==> config.mk <==
export PLATFORM = sky130hd
export DESIGN_NAME = tlc_monitor
export DESIGN_NICKNAME = d
export VERILOG_FILES = /design/src/rtl/tlc_monitor.sv
export SDC_FILE = /design/constraint.sdc
export NUM_CORES = 1
export LEC_CHECK = 0
export CORE_UTILIZATION = 50
export DETAILED_ROUTE_END_ITERATION = 12
export HOLD_SLACK_MARGIN = 0.08
export PLACE_DENSITY = 0.77
export SLEW_MARGIN = 20
export SYNTH_ARGS = -nofsm -noshare
export SYNTH_HDL_FRONTEND = slang
export SYNTH_SLANG_ARGS = --single-unit
==> constraint.sdc <==
create_clock -name clk -period 2.85 [get_ports clk]
set_input_delay 0.57 -clock clk [delete_from_list [all_inputs] [get_ports clk]]
set_output_delay 0.57 -clock clk [all_outputs]
set_load 0.005 [all_outputs]
==> src/rtl/tlc_monitor.sv <==
// rtl/tlc_monitor.sv - traffic-light sequence monitor sampling tlc outputs on slowclk ticks
//
// Purpose: tracks the S0..S4 light sequence seen on hwy/cntry, measures per-state
//   dwell, counts completed cycles and flags safety / sequence violations.
// Ports:
//   clk       in   system clock, rising edge
//   clr       in   synchronous active-high reset
//   slowclk   in   tlc slow clock level; rising edge seen in clk domain = one tick
//   X         in   country-road car sensor
//   hwy       in   highway light (0=R 1=Y 2=G 3=illegal)
//   cntry     in   country light, same encoding
//   state_id  out  tracked state 0..4, 7 = INIT/unsynced
//   dwell     out  ticks in current state (saturating)
//   cycles    out  completed S4->S0 transitions (wrapping)
//   viol      out  one-clk pulse on a violating tick
//   err       out  sticky violation flag
//   err_code  out  code of the first violation
module tlc_monitor #(
  parameter int YDLY = 3,
  parameter int RDLY = 2,
  parameter int DW   = 4,
  parameter int CW   = 16
) (
  input  logic          clk,
  input  logic          clr,
  input  logic          slowclk,
  input  logic          X,
  input  logic [1:0]    hwy,
  input  logic [1:0]    cntry,
  output logic [2:0]    state_id,
  output logic [DW-1:0] dwell,
  output logic [CW-1:0] cycles,
  output logic          viol,
  output logic          err,
  output logic [2:0]    err_code
);

  typedef enum logic [2:0] {
    S0   = 3'd0,
    S1   = 3'd1,
    S2   = 3'd2,
    S3   = 3'd3,
    S4   = 3'd4,
    INIT = 3'd7
  } state_t;

  state_t          r_state;
  logic [DW-1:0]   r_dwell;
  logic [CW-1:0]   r_cycles;
  logic            r_viol;
  logic            r_err;
  logic [2:0]      r_err_code;
  logic            r_slowclk_d;
  logic            r_prev_x;

  logic            w_tick;
  logic            w_conflict;
  state_t          w_obs;
  state_t          w_succ;
  state_t          w_nstate;
  logic [DW-1:0]   w_ndwell;
  logic [2:0]      w_code;
  logic            w_cyc_inc;

  assign w_tick = slowclk & ~r_slowclk_d;

  // Decode the light pair; anything outside the five legal pairs is a conflict.
  always_comb begin
    w_conflict = 1'b0;
    w_obs      = INIT;
    case ({hwy, cntry})
      4'b10_00: w_obs = S0;
      4'b01_00: w_obs = S1;
      4'b00_00: w_obs = S2;
      4'b00_10: w_obs = S3;
      4'b00_01: w_obs = S4;
      default:  w_conflict = 1'b1;
    endcase
  end

  assign w_succ = (r_state == S4) ? S0 : state_t'(r_state + 3'd1);

  // Next tracked state/dwell and violation code for the current sample.
  // Checks 3/4/5 apply to mutually exclusive source states, so at most one fires.
  always_comb begin
    w_nstate  = r_state;
    w_ndwell  = r_dwell;
    w_code    = 3'd0;
    w_cyc_inc = 1'b0;
    if (r_state == INIT) begin
      if (w_conflict) begin
        w_code = 3'd1;
      end else begin
        w_nstate = w_obs;
        w_ndwell = DW'(1);
      end
    end else if (w_conflict) begin
      w_code   = 3'd1;
      w_nstate = INIT;
      w_ndwell = '0;
    end else if (w_obs == r_state) begin
      w_ndwell = (r_dwell == {DW{1'b1}}) ? r_dwell : r_dwell + DW'(1);
    end else if (w_obs == w_succ) begin
      if ((r_state == S1 || r_state == S4) && r_dwell < DW'(YDLY))
        w_code = 3'd3;
      else if (r_state == S2 && r_dwell < DW'(RDLY))
        w_code = 3'd4;
      else if (r_state == S0 && !r_prev_x)
        w_code = 3'd5;
      w_cyc_inc = (r_state == S4);
      w_nstate  = w_obs;
      w_ndwell  = DW'(1);
    end else begin
      // Out-of-order legal pattern: report and resync to what is observed.
      w_code   = 3'd2;
      w_nstate = w_obs;
      w_ndwell = DW'(1);
    end
  end

  always_ff @(posedge clk) begin
    if (clr) begin
      r_state     <= INIT;
      r_dwell     <= '0;
      r_cycles    <= '0;
      r_viol      <= 1'b0;
      r_err       <= 1'b0;
      r_err_code  <= 3'd0;
      r_slowclk_d <= 1'b0;
      r_prev_x    <= 1'b0;
    end else begin
      r_slowclk_d <= slowclk;
      r_viol      <= 1'b0;
      if (w_tick) begin
        r_state  <= w_nstate;
        r_dwell  <= w_ndwell;
        r_prev_x <= X;
        if (w_cyc_inc) r_cycles <= r_cycles + CW'(1);
        r_viol <= (w_code != 3'd0);
        // Only the first violation is latched; later codes are ignored.
        if (w_code != 3'd0 && !r_err) begin
          r_err      <= 1'b1;
          r_err_code <= w_code;
        end
      end
    end
  end

  assign state_id = r_state;
  assign dwell    = r_dwell;
  assign cycles   = r_cycles;
  assign viol     = r_viol;
  assign err      = r_err;
  assign err_code = r_err_code;

endmodule

==> results.sh <==
export IMPL_coreArea_um2=3744
export IMPL_track_usage_pct=23.51
export IMPL_whs_endpoint="r_prev_x"
export IMPL_layout_drive_gt1_share_pct=20.98
export IMPL_maxCapViolCount=0
export IMPL_setup_viol=0
export IMPL_cp_required_ps=3020
export IMPL_p_per_area_nw_per_um2=417.6
export IMPL_hold_viol=0
export IMPL_die_w_um=65.22
export IMPL_met1_usage_pct=29.30
export IMPL_fill_cells=323
export IMPL_finalNetCount=300
export IMPL_post_route_util_pct=70.79
export IMPL_holdBufCountCts=0
export IMPL_cts_buffer_depth=2
export IMPL_synth_ff_type="dfxtp_1"
export IMPL_gp_congestion=0.8324
export IMPL_reg2reg_from="state_id[0]"
export IMPL_clkTransAtPathRegs_ps=60
export IMPL_grt_setup_unrepaired="no"
export IMPL_fin_tns_setup_ps=0
export IMPL_io_pins=36
export IMPL_reg2regPathDepth=9
export IMPL_post_cts_buffers=0
export IMPL_critPathSlowestCell="clkdlybuf4s50_1"
export IMPL_drc=0
export IMPL_cts_htree_levels=2
export IMPL_synth_edf_count=0
export IMPL_die_area_um2=4253
export IMPL_synth_seq_cells=30
export IMPL_seq_power_share_pct=40.1
export IMPL_gr_total_overflow=0
export IMPL_yosys_warnings=0
export IMPL_dpl_cell_area_um2=2555
export IMPL_die_h_um=65.22
export IMPL_fin_worst_skew_ps=10.37
export IMPL_cts_sinks=30
export IMPL_pwr_share_clk_pct=33.0
export IMPL_switching_power_mw=0.3477
export IMPL_swShare_pct=31.42
export IMPL_antenna_found_initial=0
export IMPL_cp_end_kind="flop"
export IMPL_grt_pass1_vias=1682
export IMPL_cts_root_buf="clkbuf_8"
export IMPL_hold_depth=2
export IMPL_synth_fp_nets=243
export IMPL_register_area_um2=600.6
export IMPL_multi_input_area_um2=1284
export IMPL_drt_total_wl_um=4664
export IMPL_detail_route_first_pass_iterations=4
export IMPL_worst_path_buf_inv=2
export IMPL_first_iter_violations=102
export IMPL_insertion_delay_ps=290
export IMPL_fin_area_um2=2650
export IMPL_ant_nets=0
export IMPL_status="completed"
export IMPL_arrival_ps=2890
export IMPL_final_cell_mix="35 x clkdlybuf4s50_1, 30 x dfxtp_1, 26 x buf_4, 22 x nor2_1"
export IMPL_start_util_pct=53.38
export IMPL_netlist_area_um2=1998
export IMPL_internal_power_mw=0.7589
export IMPL_ir_worst_vdd_mv=0.4015
export IMPL_rows=22
export IMPL_cts_made_buffers=5
export IMPL_cpLargestDelayFamily="buffers and inverters"
export IMPL_crit_chain="clkdlybuf4s50_1, buf_4, maj3_2, o22a_2, nor2_8, o2111ai_2, nor4_1, mux2_2"
export IMPL_grtUsageMet3_pct=5.382
export IMPL_hold_path_class="reg -> reg"
export IMPL_cts_tree="built"
export IMPL_worstPathMaxFanout=7
export IMPL_syn_to_final_growth_pct=32.62
export IMPL_ys_types=60
export IMPL_cts_resized=0
export IMPL_grt_pass1_wl_um=7693
export IMPL_path_class="in -> reg"
export IMPL_diodes=0
export IMPL_viasPerCell=5.695
export IMPL_drv_slew=0
export IMPL_async_flop_share_pct=0
export IMPL_synthCells=228
export IMPL_fin_crit_sh_pct=95.39
export IMPL_worstMarginPinSlew_ps=434.0
export IMPL_reg2reg_slack_ps=440
export IMPL_layout_commonest_cell="clkdlybuf4s50_1"
export IMPL_totalPowerFinal_mw=1.107
export IMPL_via_count=1902
export IMPL_hold_path_startpoint="r_prev_x"
export IMPL_grt_start_max_net_pins=22
export IMPL_r2r_end="cycles[12]"
export IMPL_relSlewSlack_pct=70.80
export IMPL_grt_met2_usage_pct=38.53
export IMPL_top_usage_layer="met2"
export IMPL_io_buffers=35
export IMPL_syn_avg_cell_area_um2=8.764
export IMPL_max_stage_delay_ps=520
export IMPL_min_period_ps=2719
export IMPL_fmax_mhz=367.9
export IMPL_cp_start_kind="primary input"
export IMPL_p_leak_nw=0.9900
export IMPL_ys_seq_area_share_pct=30.06
export IMPL_dp_hpwl_um=3536
export IMPL_combPwrFrac_pct=26.8
export IMPL_routedWlPerCell_um=13.96
[area by class of cell]
| type | instances | area share (%) |
|---|---|---|
| clock buffer | 6 | 3.116 |
| clock inverter | 2 | 0.4721 |
| inverter | 12 | 1.700 |
| multi-input combinational | 174 | 48.44 |
| sequential | 30 | 22.66 |
| tap | 48 | 2.266 |
| timing repair buffer | 62 | 21.34 |
[per-stage QoR]
stage | hold slack [ps] | cells | setup WS, ps
4_1_cts | 468.1 | 334 | 136.4
2_1_floorplan | 436.8 | 228 | 450.1
3_5_place_dp | 459.0 | 326 | -170.0
3_3_place_gp | 454.4 | 326 | -123.7
5_1_grt | 502.4 | 334 | 29.30
6_report | 466.2 | 334 | 131.5
[cell families (layout without fill, tap and decap cells)]
kind of cell | count (synthesis) | in the layout | synth area share [%]
muxes | 14 | 14 | 7.765
buffers and inverters | 24 | 82 | 5.698
DFF | 30 | 30 | 30.06
xor gates and xnor gates | 3 | 3 | 2.255
AOI/OAI and AO/OA | 56 | 56 | 23.29
and+or+nand+nor | 92 | 92 | 25.42
adders and majority gates | 9 | 9 | 5.510
[layer usage]
layer  part of all wire, %  vias to the layer above
met2                    47                       48
met3                   3.8                        6
met4                   1.5                        0
li1                      -                      951
met1                    47                      897
met5                     0                        -
[cells in the mapped netlist (all sizes together) (2+ instances only)]
master / number / area, um2
xor2: 2 / 17.52
inv: 12 / 45.04
or4: 2 / 15.01
maj3: 2 / 22.52
nand2: 12 / 45.04
ha: 7 / 87.58
and4: 2 / 17.52
or2: 2 / 12.52
o21ai: 9 / 56.30
o41ai: 2 / 17.52
a211oi: 6 / 45.04
o22ai: 2 / 12.51
a21o: 2 / 15.01
nand2b: 4 / 25.02
o2111ai: 2 / 41.29
nor2: 23 / 102.6
or3: 2 / 12.51
nand4: 4 / 25.02
nor3: 12 / 60.06
nor3b: 3 / 22.52
nor2b: 12 / 75.07
a211o: 3 / 26.28
mux2: 12 / 135.1
a21oi: 12 / 71.32
nor4: 6 / 50.04
nand3: 5 / 25.02
dfxtp: 30 / 600.6
mux2i: 2 / 20.02
clkbuf: 5 / 18.77
buf: 7 / 50.05
o31ai: 4 / 43.79
[worst min-delay path: stages, from the launching register on]
cell,delay [ps]
dfxtp_1,320
nand2_1,50
a21oi_1,50
[power groups by stage]
stage          Combinational [mW]  Sequential [mW]  Clock, mW
2_1_floorplan               0.194            0.451          0
3_3_place_gp                0.290            0.453          0
3_5_place_dp                0.295            0.454          0
4_1_cts                     0.296            0.444      0.372
5_1_grt                     0.321            0.445      0.394
6_report                    0.297            0.444      0.365
[registers in the layout (all words and copies together) (netlist names)]
register / cells
dwell: 4
err: 1
cycles: 16
err_code: 3
state_id: 3
viol: 1
r_slowclk_d: 1
r_prev_x: 1
[how the worst max path moves through the flow]
| stage | from | to | cells past startpoint |
|---|---|---|---|
| floorplan | hwy[1] | cycles[15] | 8 |
| global placement | hwy[0] | cycles[15] | 8 |
| detailed placement | hwy[0] | cycles[15] | 7 |
| CTS | hwy[0] | cycles[15] | 7 |
| global route | hwy[0] | cycles[15] | 7 |
| finish | hwy[0] | cycles[15] | 8 |
No activity file was read; power rests on OpenSTA's default activity.
